--- src/rtl/led_blinker_bank.sv ---
// led_blinker_bank: N_CH independent LED channels (OFF / ON / BLINK / ONESHOT) with runtime half-period.
// Optional macro LED_BLINK_SYNC_EN adds sync_restart to phase-align all running channels.
module led_blinker_bank #(
  parameter int N_CH           = 4,
  parameter int CNT_W          = 26,
  parameter int DEFAULT_PERIOD = 50000000,
  localparam int CH_W          = (N_CH > 1) ? $clog2(N_CH) : 1
) (
  input  logic             sys_clk,
  input  logic             sys_rst_n,
  input  logic             wr_en,
  input  logic [CH_W-1:0]  wr_ch,
  input  logic [CNT_W-1:0] wr_period,
  input  logic [1:0]       wr_mode,
`ifdef LED_BLINK_SYNC_EN
  input  logic             sync_restart,
`endif
  output logic [N_CH-1:0]  led,
  output logic [N_CH-1:0]  tick,
  output logic [N_CH-1:0]  busy
);

  typedef enum logic [1:0] {
    MODE_OFF     = 2'd0,
    MODE_ON      = 2'd1,
    MODE_BLINK   = 2'd2,
    MODE_ONESHOT = 2'd3
  } mode_t;

  mode_t            mode_r   [N_CH];
  mode_t            mode_n_s [N_CH];
  logic [CNT_W-1:0] period_r [N_CH];
  logic [CNT_W-1:0] period_n_s [N_CH];
  logic [CNT_W-1:0] cnt_r    [N_CH];
  logic [CNT_W-1:0] cnt_n_s  [N_CH];
  logic [CNT_W-1:0] p_eff_s  [N_CH];
  logic [N_CH-1:0]  led_r, tick_r, busy_r;
  logic [N_CH-1:0]  led_n_s, tick_n_s, busy_n_s;
  logic [N_CH-1:0]  wr_hit_s, expire_s, sync_hit_s;

  // Per-channel decode: write target, period expiry and sync restart request.
  always_comb begin
    wr_hit_s   = '0;
    expire_s   = '0;
    sync_hit_s = '0;
    for (int i = 0; i < N_CH; i++) begin
      // A zero period behaves as a one-cycle period.
      p_eff_s[i]  = (period_r[i] == '0) ? CNT_W'(1) : period_r[i];
      wr_hit_s[i] = wr_en && (int'(wr_ch) < N_CH) && (wr_ch == CH_W'(i));
      expire_s[i] = (cnt_r[i] == (p_eff_s[i] - CNT_W'(1)));
`ifdef LED_BLINK_SYNC_EN
      sync_hit_s[i] = sync_restart && ((mode_r[i] == MODE_BLINK) || (mode_r[i] == MODE_ONESHOT));
`else
      sync_hit_s[i] = 1'b0;
`endif
    end
  end

  // Mode state register.
  always_ff @(posedge sys_clk or negedge sys_rst_n) begin
    if (!sys_rst_n) begin
      for (int i = 0; i < N_CH; i++) mode_r[i] <= MODE_BLINK;
    end else begin
      for (int i = 0; i < N_CH; i++) mode_r[i] <= mode_n_s[i];
    end
  end

  // Next-state logic: writes load a mode, an expiring one-shot falls back to OFF.
  always_comb begin
    for (int i = 0; i < N_CH; i++) begin
      mode_n_s[i] = mode_r[i];
      if (wr_hit_s[i]) begin
        mode_n_s[i] = mode_t'(wr_mode);
      end else if (!sync_hit_s[i] && (mode_r[i] == MODE_ONESHOT) && expire_s[i]) begin
        mode_n_s[i] = MODE_OFF;
      end else begin
        mode_n_s[i] = mode_r[i];
      end
    end
  end

  // Output/datapath logic; priority is write, then sync restart, then counting.
  always_comb begin
    led_n_s  = led_r;
    busy_n_s = busy_r;
    tick_n_s = '0;
    for (int i = 0; i < N_CH; i++) begin
      period_n_s[i] = period_r[i];
      cnt_n_s[i]    = cnt_r[i];
      if (wr_hit_s[i]) begin
        period_n_s[i] = wr_period;
        cnt_n_s[i]    = '0;
        led_n_s[i]    = (wr_mode == 2'd1) || (wr_mode == 2'd3);
        busy_n_s[i]   = (wr_mode == 2'd3);
      end else if (sync_hit_s[i]) begin
        cnt_n_s[i]  = '0;
        led_n_s[i]  = (mode_r[i] == MODE_ONESHOT);
        busy_n_s[i] = (mode_r[i] == MODE_ONESHOT);
      end else begin
        case (mode_r[i])
          MODE_BLINK: begin
            if (expire_s[i]) begin
              cnt_n_s[i]  = '0;
              led_n_s[i]  = ~led_r[i];
              tick_n_s[i] = 1'b1;
            end else begin
              cnt_n_s[i] = cnt_r[i] + CNT_W'(1);
            end
          end
          MODE_ONESHOT: begin
            if (expire_s[i]) begin
              cnt_n_s[i]  = '0;
              led_n_s[i]  = 1'b0;
              busy_n_s[i] = 1'b0;
              tick_n_s[i] = 1'b1;
            end else begin
              cnt_n_s[i] = cnt_r[i] + CNT_W'(1);
            end
          end
          MODE_ON: begin
            cnt_n_s[i]  = '0;
            led_n_s[i]  = 1'b1;
            busy_n_s[i] = 1'b0;
          end
          default: begin
            cnt_n_s[i]  = '0;
            led_n_s[i]  = 1'b0;
            busy_n_s[i] = 1'b0;
          end
        endcase
      end
    end
  end

  // Datapath and output registers.
  always_ff @(posedge sys_clk or negedge sys_rst_n) begin
    if (!sys_rst_n) begin
      for (int i = 0; i < N_CH; i++) begin
        period_r[i] <= CNT_W'(DEFAULT_PERIOD);
        cnt_r[i]    <= '0;
      end
      led_r  <= '0;
      tick_r <= '0;
      busy_r <= '0;
    end else begin
      for (int i = 0; i < N_CH; i++) begin
        period_r[i] <= period_n_s[i];
        cnt_r[i]    <= cnt_n_s[i];
      end
      led_r  <= led_n_s;
      tick_r <= tick_n_s;
      busy_r <= busy_n_s;
    end
  end

  assign led  = led_r;
  assign tick = tick_r;
  assign busy = busy_r;

endmodule

--- config.mk ---
export PLATFORM = sky130hd
export DESIGN_NAME = led_blinker_bank
export DESIGN_NICKNAME = d
export VERILOG_FILES = /design/src/rtl/led_blinker_bank.sv
export SDC_FILE = /design/constraint.sdc
export NUM_CORES = 1
export LEC_CHECK = 0
export ABC_AREA = 1
export BUFFER_PORTS_ARGS = -buffer_cell sky130_fd_sc_hd__buf_2
export CORE_UTILIZATION = 69
export DETAILED_ROUTE_END_ITERATION = 12
export PLACE_DENSITY = 0.87
export RECOVER_POWER = 100
export SLEW_MARGIN = 10
export SYNTH_ARGS = -nofsm -noshare
export SYNTH_HDL_FRONTEND = slang
export SYNTH_SLANG_ARGS = --single-unit
--- constraint.sdc ---
create_clock -name sys_clk -period 8.55 [get_ports sys_clk]
set_input_delay 1.2825 -clock sys_clk [delete_from_list [all_inputs] [get_ports sys_clk]]
set_output_delay 1.2825 -clock sys_clk [all_outputs]
set_load 0.02 [all_outputs]
Word-level counts from Yosys, hierarchy flattened
Cells that the tools add are included.
{"block": "classes", "addsub": 8, "mul": 0, "div": 0, "n_lt_le_gt_ge": 0, "eq_ne": 33, "shifts": 0, "muxes": 60, "bitwise_logic": 4, "reduce_logical": 30}
{"operator": "$mux W26", "n": 16}
{"operator": "$add A26 B1 Y26 const B", "n": 4}
{"operator": "$eq A26 B26 Y1", "n": 4}
{"operator": "$logic_not A26 Y1", "n": 4}
{"operator": "$sub A26 B1 Y26 const B", "n": 4}
{"operator": "$mux W1", "n": 28}
{"operator": "$ne A3 B3 Y1 const B", "n": 8}
{"operator": "$eq A2 B2 Y1 const B", "n": 11}
{"operator": "$mux W2", "n": 8}
{"operator": "$reduce_and A2 Y1", "n": 8}
{"operator": "$eq A2 B1 Y1 const B", "n": 6}
{"operator": "$pmux W1 S3", "n": 4}
{"operator": "$logic_and A1 B1 Y1", "n": 8}
{"operator": "$ne A2 B2 Y1 const B", "n": 4}
{"operator": "$pmux W1 S2", "n": 4}
{"operator": "$reduce_bool A2 Y1", "n": 4}
{"operator": "$reduce_or A2 Y1", "n": 4}
{"operator": "$not A1 Y1", "n": 4}
{"operator": "$logic_not A2 Y1", "n": 1}
{"operator": "$logic_or A1 B1 Y1", "n": 1}
{"block": "word_totals", "ff_bits": 228, "latchBits": 0, "ram_bits": 0, "rom_bits": 0, "out_inout_bits": 12, "elab_cells": 156, "n_memories": 0}

Longest topological paths before layout
{"block": "logic_depth", "word_depth": 7, "mapped_depth": 23, "depth_no_buf": 22}

Least setup slack after synthesis
No wires, ideal clock.
{"block": "synth_path", "path_kind": "reg2reg", "start": "register period_r[69] (netlist name)", "end": "register cnt_r[63] (netlist name)", "setup_ns": 0.121, "arrival_time_ns": 2.764, "t_required_ns": 8.429, "path_slack_ns": 5.665, "path_stages_with_launch": 19, "path_buffers": 1, "period_less_slack_ns": 2.885, "cell_sequence": "dfstp_2 -> inv_1 -> nand3_1 -> nor2_1 -> nand2_1 -> nor2_2 -> nor2_2 -> ha_1 -> nand3_2 -> nor2_2 -> nand3_2 -> nor4_1 -> xnor2_1 -> nand3_1 -> nor2_1 -> nand3_2 -> nand3_4 -> buf_6 -> nor2_1"}
{"item": "start, declared", "line": "32", "text": "logic [CNT_W-1:0] period_r [N_CH];"}
{"item": "start signal, assigned by index", "line": "139", "text": "period_r[i] <= CNT_W'(DEFAULT_PERIOD);"}
{"item": "start signal, assigned by index", "line": "147", "text": "period_r[i] <= period_n_s[i];"}
{"item": "end signal, assigned by index", "line": "148", "text": "cnt_r[i] <= cnt_n_s[i];"}
{"item": "end, declared", "line": "34", "text": "logic [CNT_W-1:0] cnt_r [N_CH];"}

==> results.tsv <==
metric	value	unit
cts_tree	yes	
hold_viol	0	
dp_hpwl	35600	um
start_kind	input pin	
synth_area	16100	sq um
setup_viol	0	
worst_hold_path_type	register to register	
numCtsBuffers	24	
rows	55	
path_clk_slew	0.06	ns
first_pass_iters	6	
grt_max_degree	107	
synthesis.instances	2325	
ys.flop_type	dfrtp_1	
cp_top_family	buffers and inverters	
core	22700	sq um
synth_edf_count	0	
drc	0	
nets	2415	
synthArstFlopShare	100	%
syn-num-nets	2378	
grt_pass1_vias	15100	
yosysSeqAreaShare	35.9	%
vias	15600	
syn_to_final_growth	7.57	%
die-area	23900	sq um
ant_nets	0	
layout_common_cells	nand2_1 (604), nor2_1 (392), inv_1 (285)	
place.gp.congestion	1.04	
port_buffers	44	
outcome	finished with violations	
initial_core_util	70.7	%
fmax	211	MHz
via_per_inst	5.86	
failed_checks	capacitance limit, slew limit	
cts_root_buf	clkbuf_16	
syn_avg_cell_area	6.90	sq um
wirelength	47100	um
power.leakage	0.00797	uW
finalPower	3510	uW
num_antenna_cells	0	
post_cts_buffers	0	
cap_violations	6	
yosys-top-cells-area	dfrtp_1 (27%), nand2_1 (14%), nor2_1 (9.1%), dfstp_2 (8.5%), xor2_1 (7.0%)	
synth_warnings	0	
layout_commonest_cell	nand2_1	
tightest_slew	3.62	ns
slew_headroom	-141	%
clkLatencyLatePin	0.54	ns
power-per-cell-area	203	nW/um^2
fp.dieH	155	um
synth_top_area_cell	dfrtp_1	
vdd_drop_max	0.178	mV
ios	45	
critPathKind	input pin to asynchronous set/reset pin	
dpl_cell_area	16500	sq um
synth.ff_latch_count	228	
first_iter_violations	1680	
cts_resized	0	
ys_types	43	
grtUsageTotal	39.7	%
crit_required	8.36	ns
drive_gt1_share	8.49	%
htreeDepth	1	
clockBufferDepth	3	
slew_viol_final	299	
max_stage_delay	2.58	ns
slowest_stage	clkbuf_1	
antenna_found_initial	0	
overflow	0	
grt_pass1_wl	75100	um
layout_min_cycle_time	4.74	ns
postLayoutCellArea	17300	sq um
fp.dieW	155	um
critical_path_peak_fanout	106	
cts.sinks	228	
cp_cell_sequence	buf_8 -> clkbuf_1	
cp.arrival	4.55	ns
rsz0062_at_grt	no	
setup.worst_path.end_class	asynchronous set/reset pin	
fin_setup_tns	0	ns
cts_hold_buffers	0	
critical_path_buf_inv_count	2	
finalClockSkew	0.00839	ns
post_drt_wl_per_cell	17.7	um
fin_crit_sh	55.4	%
synth.top_cell.area_share	27.4	%
-- area by class of cell --
cell class                      count  area, sq um
Clock buffer                       31          698
Fill cell                        1732         5440
Inverter                          290         1090
Tap cell                          285          357
Multi-Input combinational cell   1768         8900
Clock inverter                     13          215
Timing Repair Buffer               50          235
Sequential cell                   228         5770
-- sequential cells by signal (all words and copies together) (netlist names) --
| name | flops |
|---|---|
| tick | 4 |
| busy | 4 |
| mode_r | 8 |
| led | 4 |
| cnt_r | 104 |
| period_r | 104 |
-- Yosys cell counts (5+ instances only) --
library cell,number
a21oi_1,14
inv_2,5
o21bai_1,5
nand3_1,161
nor2_1,388
clkbuf_1,29
nand2_1,604
ha_1,20
nor2_2,34
inv_1,284
nand4_1,78
nor4_1,11
o22ai_1,7
nand3b_1,19
nor3_1,44
nor3_2,15
dfstp_2,52
xor2_1,129
xnor2_1,62
o21ai_0,127
nand3_2,8
or2_2,11
buf_6,9
dfrtp_1,176
-- path summary, 6_finish.rpt --
kind	startpoint	end	slack (ns)	depth (start not counted)
worst min register to register	period_r[39]	period_r[39]	0.50	2
max in group sys_clk	wr_ch[1]	cnt_r[29]	3.82	7
worst max register to register	period_r[43]	cnt_r[29]	4.00	18
min in group asynchronous	sys_rst_n	cnt_r[54]	0.81	1
worst min-delay path	period_r[39]	period_r[39]	0.50	2
worst max-delay path	sys_rst_n	cnt_r[50]	3.81	2
-- worst register-to-register path: cells and delay by family, from the launching register on --
family / cells / cell delay (ns)
fa+ha+maj: 1 / 0.34
xor+xnor: 1 / 0.21
buf+inv: 2 / 0.20
flops: 1 / 0.57
simple gates: 14 / 3.13
-- metrics by stage --
| step | utilization, % | hold slack, ns | cells | setup WS (ns) |
|---|---|---|---|---|
| after floorplan | - | 0.452 | 2325 | 5.66 |
| after CTS | 76.6 | 0.498 | 2665 | 4.95 |
| final | 76.0 | 0.497 | 2665 | 3.81 |
| after global placement | 72.6 | 0.475 | 2621 | 5.11 |
| after detailed placement | 72.6 | 0.478 | 2621 | 5.01 |
| after global routing | 76.0 | 0.506 | 2665 | 3.07 |
-- cells by family (layout without fill, tap and decap cells) --
group / after synthesis / count (layout) / share of synthesized area (%)
adders and majority gates: 20 / 20 / 1.56
DFF: 228 / 228 / 35.9
xor gates and xnor gates: 191 / 191 / 10.4
buffers and inverters: 329 / 384 / 8.18
and+or+nand+nor: 1395 / 1395 / 38.6
AOI/OAI and AO/OA: 162 / 162 / 5.33
-- routing by layer --
metal	wire length [um]	share of wire (%)	up-vias	global-route usage, %
li1	-	-	7432	-
met1	18900	40	7242	51.2
met2	22100	47	782	67.0
met3	4090	8.7	174	6.70
met4	2040	4.3	0	15.1
met5	0	0	-	0
-- power by group --
| part | internal (uW) | leakage, uW | switching [uW] |
|---|---|---|---|
| logic | 297 | 0.00462 | 649 |
| registers | 1210 | 0.00290 | 140 |
| clock network | 755 | 0.000457 | 453 |
No activity file was read; power rests on OpenSTA's default activity.
